**src/rtl/bus_master_ctrl_pkg.sv**
```systemverilog
// Shared definitions for the WR_n/RD_n bus initiator: phase encodings,
// strobe levels and a small sizing helper.
package bus_master_ctrl_pkg;

   typedef enum logic [1:0] {
      S_IDLE   = 2'd0,
      S_SETUP  = 2'd1,
      S_STROBE = 2'd2,
      S_HOLD   = 2'd3
   } state_e;

   // Bus strobes are active low.
   localparam logic STROBE_ON  = 1'b0;
   localparam logic STROBE_OFF = 1'b1;

   // Largest of three phase lengths, used to size the phase counter.
   function automatic int unsigned max3(input int unsigned a,
                                        input int unsigned b,
                                        input int unsigned c);
      int unsigned m;
      m = (a > b) ? a : b;
      return (m > c) ? m : c;
   endfunction

endpackage

```
**src/rtl/bus_master_ctrl_phase_timer.sv**
```systemverilog
// Loadable down-counter that flags the final cycle of a bus phase.
// Loaded with (N-1) on phase entry; last_cyc is high once the count hits 0.
module bus_master_ctrl_phase_timer #(
   parameter int unsigned CNT_W = 2
) (
   input  logic             clk,
   input  logic             rst,
   input  logic             load,
   input  logic [CNT_W-1:0] load_val,
   output logic             last_cyc
);

   logic [CNT_W-1:0] cnt_q, cnt_d;
   logic             last_q, last_d;

   // Reload on phase entry, otherwise count down and park at zero.
   always_comb begin
      cnt_d = cnt_q;
      if (load) begin
         cnt_d = load_val;
      end else if (cnt_q != '0) begin
         cnt_d = cnt_q - CNT_W'(1);
      end
      last_d = (cnt_d == '0);
   end

   // Counter and registered last-cycle flag.
   always_ff @(posedge clk) begin
      if (rst) begin
         cnt_q  <= '0;
         last_q <= 1'b1;
      end else begin
         cnt_q  <= cnt_d;
         last_q <= last_d;
      end
   end

   assign last_cyc = last_q;

endmodule

```
**src/rtl/bus_master_ctrl.sv**
```systemverilog
// Initiator for the WR_n/RD_n parallel peripheral bus: accepts one request,
// runs setup / strobe / hold phases and returns a one-cycle response.
module bus_master_ctrl
   import bus_master_ctrl_pkg::*;
#(
   parameter int unsigned ADDR_W     = 8,
   parameter int unsigned DATA_W     = 8,
   parameter int unsigned SETUP_CYC  = 1,
   parameter int unsigned STROBE_CYC = 2,
   parameter int unsigned HOLD_CYC   = 1
) (
   input  logic              clk,
   input  logic              rst,
   input  logic              req_valid,
   output logic              req_ready,
   input  logic              req_we,
   input  logic [ADDR_W-1:0] req_addr,
   input  logic [DATA_W-1:0] req_wdata,
   output logic              rsp_valid,
   output logic [DATA_W-1:0] rsp_rdata,
   output logic [ADDR_W-1:0] ADDR,
   output logic [DATA_W-1:0] DOUT,
   output logic              DOE,
   input  logic [DATA_W-1:0] DIN,
   output logic              WR_n,
   output logic              RD_n,
   output logic              busy
);

   localparam int unsigned CNT_W = $clog2(max3(SETUP_CYC, STROBE_CYC, HOLD_CYC) + 1);
   localparam logic [CNT_W-1:0] SETUP_LD  = CNT_W'(SETUP_CYC - 1);
   localparam logic [CNT_W-1:0] STROBE_LD = CNT_W'(STROBE_CYC - 1);
   localparam logic [CNT_W-1:0] HOLD_LD   = CNT_W'((HOLD_CYC == 0) ? 0 : HOLD_CYC - 1);

   state_e            state_q, state_d;
   logic              tmr_load;
   logic [CNT_W-1:0]  tmr_val;
   logic              tmr_last;
   logic              accept;

   logic [ADDR_W-1:0] addr_q, addr_d;
   logic [DATA_W-1:0] dout_q, dout_d;
   logic [DATA_W-1:0] rdata_q, rdata_d;
   logic              we_q, we_d;
   logic              doe_q, doe_d;
   logic              wr_n_q, wr_n_d;
   logic              rd_n_q, rd_n_d;
   logic              rsp_valid_q, rsp_valid_d;
   logic              ready_q, ready_d;
   logic              busy_q, busy_d;

   bus_master_ctrl_phase_timer #(.CNT_W(CNT_W)) u_timer (
      .clk      (clk),
      .rst      (rst),
      .load     (tmr_load),
      .load_val (tmr_val),
      .last_cyc (tmr_last)
   );

   // Phase state register.
   always_ff @(posedge clk) begin
      if (rst) state_q <= S_IDLE;
      else     state_q <= state_d;
   end

   // Phase sequencing; each phase entry reloads the timer.
   always_comb begin
      state_d  = state_q;
      tmr_load = 1'b0;
      tmr_val  = '0;
      case (state_q)
         S_IDLE: begin
            if (req_valid) begin
               state_d  = S_SETUP;
               tmr_load = 1'b1;
               tmr_val  = SETUP_LD;
            end
         end
         S_SETUP: begin
            if (tmr_last) begin
               state_d  = S_STROBE;
               tmr_load = 1'b1;
               tmr_val  = STROBE_LD;
            end
         end
         S_STROBE: begin
            if (tmr_last) begin
               if (HOLD_CYC == 0) begin
                  state_d = S_IDLE;
               end else begin
                  state_d  = S_HOLD;
                  tmr_load = 1'b1;
                  tmr_val  = HOLD_LD;
               end
            end
         end
         S_HOLD: begin
            if (tmr_last) state_d = S_IDLE;
         end
         default: state_d = S_IDLE;
      endcase
   end

   // Next values of the bus pins and response, derived from the upcoming phase.
   always_comb begin
      accept      = (state_q == S_IDLE) && req_valid;
      addr_d      = addr_q;
      dout_d      = dout_q;
      we_d        = we_q;
      rdata_d     = rdata_q;
      if (accept) begin
         addr_d = req_addr;
         dout_d = req_wdata;
         we_d   = req_we;
      end
      doe_d       = (state_d != S_IDLE) && we_d;
      wr_n_d      = ((state_d == S_STROBE) &&  we_d) ? STROBE_ON : STROBE_OFF;
      rd_n_d      = ((state_d == S_STROBE) && !we_d) ? STROBE_ON : STROBE_OFF;
      rsp_valid_d = (state_q != S_IDLE) && (state_d == S_IDLE);
      if ((state_q == S_STROBE) && tmr_last && !we_q) begin
         rdata_d = DIN;
      end
      ready_d     = (state_d == S_IDLE);
      busy_d      = (state_d != S_IDLE);
   end

   // Output and transfer registers; reset also aborts any bus cycle in flight.
   always_ff @(posedge clk) begin
      if (rst) begin
         addr_q      <= '0;
         dout_q      <= '0;
         we_q        <= 1'b0;
         rdata_q     <= '0;
         doe_q       <= 1'b0;
         wr_n_q      <= STROBE_OFF;
         rd_n_q      <= STROBE_OFF;
         rsp_valid_q <= 1'b0;
         ready_q     <= 1'b1;
         busy_q      <= 1'b0;
      end else begin
         addr_q      <= addr_d;
         dout_q      <= dout_d;
         we_q        <= we_d;
         rdata_q     <= rdata_d;
         doe_q       <= doe_d;
         wr_n_q      <= wr_n_d;
         rd_n_q      <= rd_n_d;
         rsp_valid_q <= rsp_valid_d;
         ready_q     <= ready_d;
         busy_q      <= busy_d;
      end
   end

   assign req_ready = ready_q;
   assign rsp_valid = rsp_valid_q;
   assign rsp_rdata = rdata_q;
   assign ADDR      = addr_q;
   assign DOUT      = dout_q;
   assign DOE       = doe_q;
   assign WR_n      = wr_n_q;
   assign RD_n      = rd_n_q;
   assign busy      = busy_q;

endmodule
```
**config.mk**
```make
export PLATFORM = sky130hd
export DESIGN_NAME = bus_master_ctrl
export DESIGN_NICKNAME = d
export VERILOG_FILES = /design/src/rtl/bus_master_ctrl_pkg.sv /design/src/rtl/bus_master_ctrl_phase_timer.sv /design/src/rtl/bus_master_ctrl.sv
export SDC_FILE = /design/constraint.sdc
export NUM_CORES = 1
export LEC_CHECK = 0
export ABC_AREA = 1
export BUFFER_PORTS_ARGS = -buffer_cell sky130_fd_sc_hd__buf_4
export CORE_ASPECT_RATIO = 0.6
export CORE_MARGIN = 3
export CORE_UTILIZATION = 46
export DETAILED_ROUTE_END_ITERATION = 16
export GPL_TIMING_DRIVEN = 0
export PLACE_DENSITY = 0.87
export SYNTH_ARGS = -nofsm -noshare
export SYNTH_HDL_FRONTEND = slang
export SYNTH_SLANG_ARGS = --single-unit
```
**constraint.sdc**
```tcl
create_clock -name clk -period 1.6 [get_ports clk]
set_input_delay 0.4 -clock clk [delete_from_list [all_inputs] [get_ports clk]]
set_output_delay 0.4 -clock clk [all_outputs]
set_load 0.01 [all_outputs]
```
==> results of run 1 <==
[per-stage QoR]
| step | util | hold slack, ps | cell area [sq um] | instances | worst slack (ps) |
|---|---|---|---|---|---|
| 3_5_place_dp | 0.6891 | 473.5 | 1847 | 268 | 28.71 |
| 4_1_cts | 0.7218 | 359.1 | 1934 | 276 | 18.09 |
| 5_1_grt | 0.7236 | 362.8 | 1939 | 276 | 0.6960 |
| 2_1_floorplan | - | 457.2 | 1376 | 172 | 250.6 |
| 3_3_place_gp | 0.6891 | 463.9 | 1847 | 268 | 55.36 |
| 6_report | 0.7236 | 360.5 | 1939 | 276 | 116.2 |
[critical path, cell delays in order (launching register included)]
cell      delay [ps]
dfxtp_2          380
inv_1             90
ha_1             240
nor2_1           110
nand2_1          110
a21boi_1         320
nand3_1          100
[worst max path at each step]
stage | startpoint | end | slack [ps]
3_5_place_dp | state_q[0]$_SDFF_PP0_ | u_timer.last_cyc$_SDFF_PP1_ | 30
2_1_floorplan | state_q[0]$_SDFF_PP0_ | u_timer.last_cyc$_SDFF_PP1_ | 250
3_3_place_gp | state_q[0]$_SDFF_PP0_ | WR_n$_SDFF_PP1_ | 60
4_1_cts | state_q[0]$_SDFF_PP0_ | u_timer.last_cyc$_SDFF_PP1_ | 20
5_1_grt | state_q[0]$_SDFF_PP0_ | u_timer.last_cyc$_SDFF_PP1_ | 0.7
6_report | state_q[0]$_SDFF_PP0_ | WR_n$_SDFF_PP1_ | 120
[cell usage in the layout (no fill, tap or decap)]
cell / instances
nor2_1: 57
buf_4: 57
dfxtp_1: 34
o21ai_0: 25
nand2_1: 13
inv_1: 8
nand3_1: 6
ha_1: 6
buf_2: 5
clkbuf_8: 5
inv_2: 3
nand2_2: 2
clkinv_2: 2
dfxtp_2: 2
nand3_2: 1
a21oi_2: 1
nand4_1: 1
o21ai_2: 1
nor2_4: 1
a21boi_1: 1
or2_2: 1
nor3_2: 1
o21ai_1: 1
a21oi_1: 1
clkinv_4: 1
[area by class of cell]
type | count | area (sq um) | share of cell area
plain buffers | 6 | 32.53 | 0.01677
clock buffers | 5 | 68.82 | 0.03548
clock inverters | 3 | 18.77 | 0.009677
inverters | 11 | 41.29 | 0.02129
multi-input cells | 119 | 584.3 | 0.3013
flip-flops and latches | 36 | 723.2 | 0.3729
well taps | 40 | 50.05 | 0.02581
repair buffers | 56 | 420.4 | 0.2168
[flip-flops by register name (all words and copies together), names as in the netlist, 2 cells and up]
signal	flops
rsp_rdata	8
state_q	2
DOUT	8
u_timer.cnt_q	2
ADDR	8
[logic make-up (layout without fill, tap and decap cells)]
kind of cell / Yosys count / in the layout / share of synthesized area
flops: 36 / 36 / 0.5236
buf+inv: 17 / 81 / 0.05182
fa+ha+maj: 6 / 6 / 0.05454
simple gates: 83 / 83 / 0.2536
compound gates: 30 / 30 / 0.1164
[power by group]
part | internal (mW) | switching [mW] | total [mW]
logic | 0.181 | 0.194 | 0.375
registers | 0.964 | 0.0346 | 0.998
clock network | 0.303 | 0.328 | 0.632
total | 1.45 | 0.557 | 2.01
[synthesized netlist by cell type (all sizes together)]
cell	n	area (sq um)
a21oi	2	13.76
inv	11	41.29
nand2	15	61.31
or2	1	6.260
nor3	1	10.01
buf	6	30.03
ha	6	75.07
nand4	1	6.260
nand3	7	40.04
o21ai	27	138.9
nor2	58	225.2
a21boi	1	7.510
dfxtp	36	720.7
[what timing repair did]
action | in CTS | in global routing
resized for setup | 0 | 5
hold buffers | 0 | 0
setup buffers | 0 | 0
endpoints found under the setup margin | 0 | 18
[per-layer routing]
layer  global-route usage  wire [microns]  vias to the layer above
met5                    0               0                        -
met4              0.04518              19                        0
met3              0.07778             255                        5
met2               0.2376            1287                       45
met1               0.2394            1504                      537
li1                     -               -                      669
==> flow_summary.ini, run 1 <==
[run_status]
status = finished clean

[timing]
finalHoldViolCount = 0
tns_ps = 0
period_share = 0.9274
finalSetupViolations = 0
slew_headroom = 0.7821
period_minus_slack_ps = 1484
worstMarginPinSlew_ps = 326.2
max_freq_mhz = 673.9
rsz0062_at_grt = false
worst_clock_skew_ps = 7.743
drv_slew = 0

[setup_path]
worstPathMaxFanout = 6
cp.arrival_ps = 1640
r2r-start = state_q[0]$_SDFF_PP0_
timing.rr.end = WR_n$_SDFF_PP1_
r2r_slack_ps = 120
startpoint_type = flop
crit_type = flop to flop
crit_required_ps = 1760
reg2reg_depth = 6
critPathCaptureType = flop

[clock_tree]
clkTransAtPathRegs_ps = 70
cts_max_path_buffers = 2
cts_buffers = 5
cts_tree = built
cts_sinks = 36
clk_latency_ps = 290
cts_root_buf = clkbuf_8
htree_levels = 2

[synth]
synth_cells = 172
avgSynthCellArea_sq_um = 8.002
synth_cell_types = 20
ys.warnings.count = 0
synth-seq-area-share = 0.5236
synth_seq_cells = 36
syn_nets = 206
synthesis.area_sq_mm = 0.001376

[run]
maxCapViolations = 0

[drt]
vias = 1256
wire_per_inst_microns = 11.11
drc = 0
dr.pass1.iters = 4
drt_iter0_markers = 46
drt_wl_total_microns = 3066
ant_nets = 0
viasPerCell = 4.551

[placed_design]
dp_hpwl_microns = 2401
io_buffers = 56
place_congestion = 0.9320

[cells_and_area]
fin_nets = 269
final_layout_size_suffix_gt1_frac = 0.3517
antennaDiodeCount = 0
area_growth_pct = 40.91
num-fill-cells = 244

[floorplanning]
rows = 14
chipHeight_microns = 48.37
die_x_microns = 76.62
initial_utilization = 0.5135
coreArea_sq_mm = 0.002680
dieArea_sq_mm = 0.003706
ioPinCount = 58

[power_and_ir_drop]
irDropWorstVdd_uv = 529.5
power.density_mw_per_mm2 = 1034
total_power_mw = 2.005
p_leak_nw = 0.9357

[global_route]
grt-ovfl-total = 0
antenna_found_initial = 0
grt_pass1_wl_microns = 5050
grt_max_degree = 13
grt.total_usage = 0.1714
grt_pass1_vias = 1105

[min_path]
hold_end = DOUT[1]$_SDFFE_PP0N_
whs_path_depth = 3
hold_path.class = primary input to flop
min-delay-start = req_wdata[1]
Note: power is estimated with default switching activity, not from simulation.
==> run 2: changes to the inputs <==
--- a/config.mk
+++ b/config.mk
@@ -13,6 +13,7 @@
 export DETAILED_ROUTE_END_ITERATION = 16
 export GPL_TIMING_DRIVEN = 0
 export PLACE_DENSITY = 0.87
+export RECOVER_POWER = 25
 export SYNTH_ARGS = -nofsm -noshare
 export SYNTH_HDL_FRONTEND = slang
 export SYNTH_SLANG_ARGS = --single-unit
==> flow_summary.ini, run 2 (synthesis results as in run 1) <==
[min_path]
hold_path.class = primary input to flop

[setup_path]
crit_start = state_q[0]$_SDFF_PP0_
path_cells = inv_1 > ha_1 > nor2_1 > nand2_1 > a21boi_1 > nand3_1
crit_type = flop to flop
crit_required_ps = 1760
cp_slowest_cell = dfxtp_2
reg2reg_depth = 6
timing.rr.end = WR_n$_SDFF_PP1_
r2r-start = state_q[0]$_SDFF_PP0_
critPathCaptureType = flop
r2r_slack_ps = 120
critical_path.endpoint = WR_n$_SDFF_PP1_
slowest_delay_ps = 380
worstPathMaxFanout = 6
cp.arrival_ps = 1640
startpoint_type = flop

[timing]
max_freq_mhz = 673.9
rsz0062_at_grt = false
finalHoldViolCount = 0
worst_clock_skew_ps = 7.528
drv_slew = 0
worstMarginPinSlew_ps = 326.2
tns_ps = 0
finalSetupViolations = 0
period_minus_slack_ps = 1484
period_share = 0.9274
slew_headroom = 0.7821

[drt]
dr.pass1.iters = 4
wire_per_inst_microns = 11.18
drt_wl_total_microns = 3085
vias = 1253
drc = 0
ant_nets = 0
drt_iter0_markers = 55
viasPerCell = 4.540

[placed_design]
place_congestion = 0.9320
io_buffers = 56
dp_hpwl_microns = 2401
post-place-cells = 268

[clock_tree]
cts_sinks = 36
post-cts-setup-buffers = 0
clkTransAtPathRegs_ps = 70
htree_levels = 2
cts_buffers = 5
cts_tree = built
cts_root_buf = clkbuf_8
hold_buffers = 0
clk_latency_ps = 290
cts_max_path_buffers = 2

[run_status]
status = finished clean

[cells_and_area]
area_growth_pct = 36.55
layout_common_cells = nor2_1 (57), buf_4 (41), dfxtp_1 (34)
post_layout_nonfiller_instances = 276
antennaDiodeCount = 0
final_layout_size_suffix_gt1_frac = 0.2839
fin_nets = 269
final_common_cell = nor2_1

[floorplanning]
chipHeight_microns = 48.37
die_x_microns = 76.62
ioPinCount = 58
dieArea_sq_mm = 0.003706
initial_utilization = 0.5135
rows = 14
coreArea_sq_mm = 0.002680

[global_route]
grt_pass1_vias = 1105
grt-ovfl-total = 0
grt_max_degree = 13
antenna_found_initial = 0
grt.total_usage = 0.1714
grt_pass1_wl_microns = 5050

[power_and_ir_drop]
power.density_mw_per_mm2 = 1057
irDropWorstVdd_uv = 526.8
p_leak_nw = 0.8724

[run]
maxCapViolations = 0
run 2: how the worst min path moves through the flow:
stage	start	to	slack, ps	cells after the start
finish	req_wdata[1]	DOUT[1]$_SDFFE_PP0N_	360	3
global placement	rsp_rdata[2]$_SDFFE_PP0P_	rsp_rdata[2]$_SDFFE_PP0P_	460	2
CTS	req_addr[3]	ADDR[3]$_SDFFE_PP0N_	360	3
global route	req_addr[3]	ADDR[3]$_SDFFE_PP0N_	360	3
detailed placement	ADDR[7]$_SDFFE_PP0N_	ADDR[7]$_SDFFE_PP0N_	470	2
floorplan	u_timer.cnt_q[1]$_SDFF_PP0_	u_timer.cnt_q[1]$_SDFF_PP0_	460	2
run 2: what timing repair did:
item	CTS	global route
gates resized for setup	0	5
hold endpoints to repair	0	0
setup endpoints to repair	0	18
run 2: metrics by stage:
| stage | cell area [sq um] | hold slack [ps] | power, mW | util | worst slack, ps |
|---|---|---|---|---|---|
| 2_1_floorplan | 1376 | 457.2 | 1.215 | - | 250.6 |
| 3_3_place_gp | 1847 | 463.9 | 1.385 | 0.6891 | 55.36 |
| 3_5_place_dp | 1847 | 473.5 | 1.394 | 0.6891 | 28.71 |
| 4_1_cts | 1934 | 359.1 | 2.014 | 0.7218 | 18.09 |
| 5_1_grt | 1879 | 362.8 | 2.104 | 0.7012 | 0.6960 |
| 6_report | 1879 | 360.5 | 1.986 | 0.7012 | 116.1 |
run 2: cell type report:
type	instances	area, sq um
Fill cell	256	800.8
Sequential cell	36	723.2
Multi-Input combinational cell	119	584.3
Timing Repair Buffer	56	360.3
Clock buffer	5	68.82
Tap cell	40	50.05
Inverter	11	41.29
Buffer	6	32.53
Clock inverter	3	18.77
run 2: power breakdown:
part	total, mW	switching (mW)	internal, mW
clock network	0.631	0.328	0.303
registers	0.998	0.0342	0.964
logic	0.357	0.195	0.162
total	1.99	0.557	1.43
run 2: layer usage:
layer	track usage	part of all wire	vias up
li1	-	-	669
met1	0.2394	0.50	536
met2	0.2376	0.42	43
met3	0.07778	0.081	5
met4	0.04518	0.0062	0
met5	0	0	-
run 2: worst max-delay path: cells and delay by family, from the launching register on:
| kind | cells | cell delay [ps] |
|---|---|---|
| AOI/OAI and AO/OA | 1 | 320 |
| adders and majority gates | 1 | 240 |
| buffers and inverters | 1 | 90 |
| DFF | 1 | 380 |
| and+or+nand+nor | 3 | 320 |
==> run 3: changes to the inputs <==
--- a/config.mk
+++ b/config.mk
@@ -12,8 +12,9 @@
 export CORE_UTILIZATION = 46
 export DETAILED_ROUTE_END_ITERATION = 16
 export GPL_TIMING_DRIVEN = 0
-export PLACE_DENSITY = 0.87
+export PLACE_DENSITY = 0.77
 export RECOVER_POWER = 25
+export REMOVE_ABC_BUFFERS = 1
 export SYNTH_ARGS = -nofsm -noshare
 export SYNTH_HDL_FRONTEND = slang
 export SYNTH_SLANG_ARGS = --single-unit
==> constraint.sdc (replaced) <==
create_clock -name clk -period 1.55 [get_ports clk]
set_input_delay 0.3875 -clock clk [delete_from_list [all_inputs] [get_ports clk]]
set_output_delay 0.3875 -clock clk [all_outputs]
set_load 0.01 [all_outputs]
==> flow_summary.ini, run 3 (synthesis results as in run 1) <==
[setup_path]
timing.rr.end = busy$_SDFF_PP0_
cp.arrival_ps = 1610
crit_type = flop to flop
r2r_slack_ps = 110
slowest_delay_ps = 380
crit_required_ps = 1720
critPathCaptureType = flop
cp_slowest_cell = dfxtp_4
reg2reg_depth = 8
r2r-start = state_q[0]$_SDFF_PP0_
path_cells = inv_1 > ha_1 > nor2_1 > nand2_1 > nand2_2 > nand2_2 > nor2_2 > nor2_1
startpoint_type = flop
worstPathMaxFanout = 6

[floorplanning]
ioPinCount = 58
dieArea_sq_mm = 0.003706
die_x_microns = 76.62
coreArea_sq_mm = 0.002680
initial_utilization = 0.5135
chipHeight_microns = 48.37
rows = 14

[run]
maxCapViolations = 0

[clock_tree]
hold_buffers = 0
clkTransAtPathRegs_ps = 70
clk_latency_ps = 280
cts_max_path_buffers = 2
cts_sinks = 36
cts_buffers = 5
cts_tree = built
cts_root_buf = clkbuf_8
htree_levels = 2

[timing]
worstMarginPinSlew_ps = 616.6
period_share = 0.9320
period_minus_slack_ps = 1445
max_freq_mhz = 692.2
rsz0062_at_grt = true
drv_slew = 0
finalHoldViolCount = 0
worst_clock_skew_ps = 8.457
slew_headroom = 0.5885
finalSetupViolations = 0

[global_route]
grt-ovfl-total = 0
antenna_found_initial = 0
grt_pass1_wl_microns = 5444
grt.total_usage = 0.1803
grt_pass1_vias = 1255
grt_max_degree = 27

[power_and_ir_drop]
power.density_mw_per_mm2 = 1089
p_leak_nw = 0.8705
irDropWorstVdd_uv = 732.5
total_power_mw = 2.077

[min_path]
hold_end = state_q[1]$_SDFF_PP0_
whs_path_depth = 2
hold_path.class = primary input to flop
min-delay-start = rst

[drt]
dr.pass1.iters = 4
wire_per_inst_microns = 12.08
drt_iter0_markers = 63
vias = 1310
ant_nets = 0
drt_wl_total_microns = 3309
drc = 0
viasPerCell = 4.781

[cells_and_area]
layout_common_cells = nor2_1 (56), buf_4 (44), dfxtp_1 (34)
fin_area_sq_mm = 0.001907
post_layout_nonfiller_instances = 274
final_common_cell = nor2_1
finalCoreUtilization = 0.7115
final_layout_size_suffix_gt1_frac = 0.2991
area_growth_pct = 38.55
antennaDiodeCount = 0
fin_nets = 267

[placed_design]
post-place-cells = 263
place_congestion = 0.8639
dp_hpwl_microns = 2362
placed_cell_area_sq_mm = 0.001824
io_buffers = 57

[run_status]
status = finished clean
## run 3: changes by cell type in the layout (fill, tap and decap cells not counted), sizes merged
cell,before,now
buf,46,44
clkinv,3,2
clkinvlp,0,1
inv,11,10
nand2,15,16
## run 3: worst max-delay path by stage
stage | startpoint | slack, ps | to | cells after the start
3_5_place_dp | state_q[0]$_SDFF_PP0_ | -390 | ADDR[4]$_SDFFE_PP0N_ | 6
3_3_place_gp | state_q[0]$_SDFF_PP0_ | -310 | DOUT[5]$_SDFFE_PP0N_ | 6
6_report | state_q[0]$_SDFF_PP0_ | 110 | busy$_SDFF_PP0_ | 8
2_1_floorplan | state_q[0]$_SDFF_PP0_ | 30 | ADDR[0]$_SDFFE_PP0N_ | 6
5_1_grt | state_q[1]$_SDFF_PP0_ | -20 | u_timer.last_cyc$_SDFF_PP1_ | 8
4_1_cts | state_q[1]$_SDFF_PP0_ | 9 | u_timer.last_cyc$_SDFF_PP1_ | 8
## run 3: repair_timing
item                       CTS  global route
setup endpoints to repair   23            22
pin swaps                    1             1
buffers inserted             2             0
gates resized for setup      4             5
cloned                       1             0
## run 3: through the flow
step           hold WS [ps]  TNS, ps  worst slack (ps)
6_report              348.6        0             105.3
5_1_grt               356.8   -33.88            -20.16
4_1_cts               344.8        0             9.011
3_5_place_dp          475.7    -6997            -387.6
3_3_place_gp          465.6    -5393            -314.3
2_1_floorplan         455.6        0             33.95
## run 3: layer usage
metal / global-route usage / vias to the layer above / wire (microns)
li1: - / 670 / -
met1: 0.2108 / 585 / 1476
met2: 0.2930 / 51 / 1495
met3: 0.08333 / 4 / 313
met4: 0.06325 / 0 / 24
met5: 0 / - / 0
## run 3: area by class of cell
class                   instances  area (sq um)
multi-input cells             120         606.8
fillers                       224         773.2
inverters                      11         45.04
repair buffers                 59         386.6
well taps                      40         50.05
flip-flops and latches         36         725.7
clock buffers                   6         82.58
clock inverters                 2         10.01
## run 3: worst max-delay path, delay by kind of cell, from the launching register on
kind                     cells  cell delay (ps)
buffers and inverters        1               80
adder cells (fa/ha/maj)      1              250
AND/OR/NAND/NOR              6              630
flip-flops                   1              380
## run 3: where the power goes
group / leakage [nW] / internal (mW) / switching (mW) / total, mW
Combinational: 0.523 / 0.170 / 0.213 / 0.383
Clock: 0.0510 / 0.354 / 0.307 / 0.661
Sequential: 0.297 / 0.995 / 0.0374 / 1.03
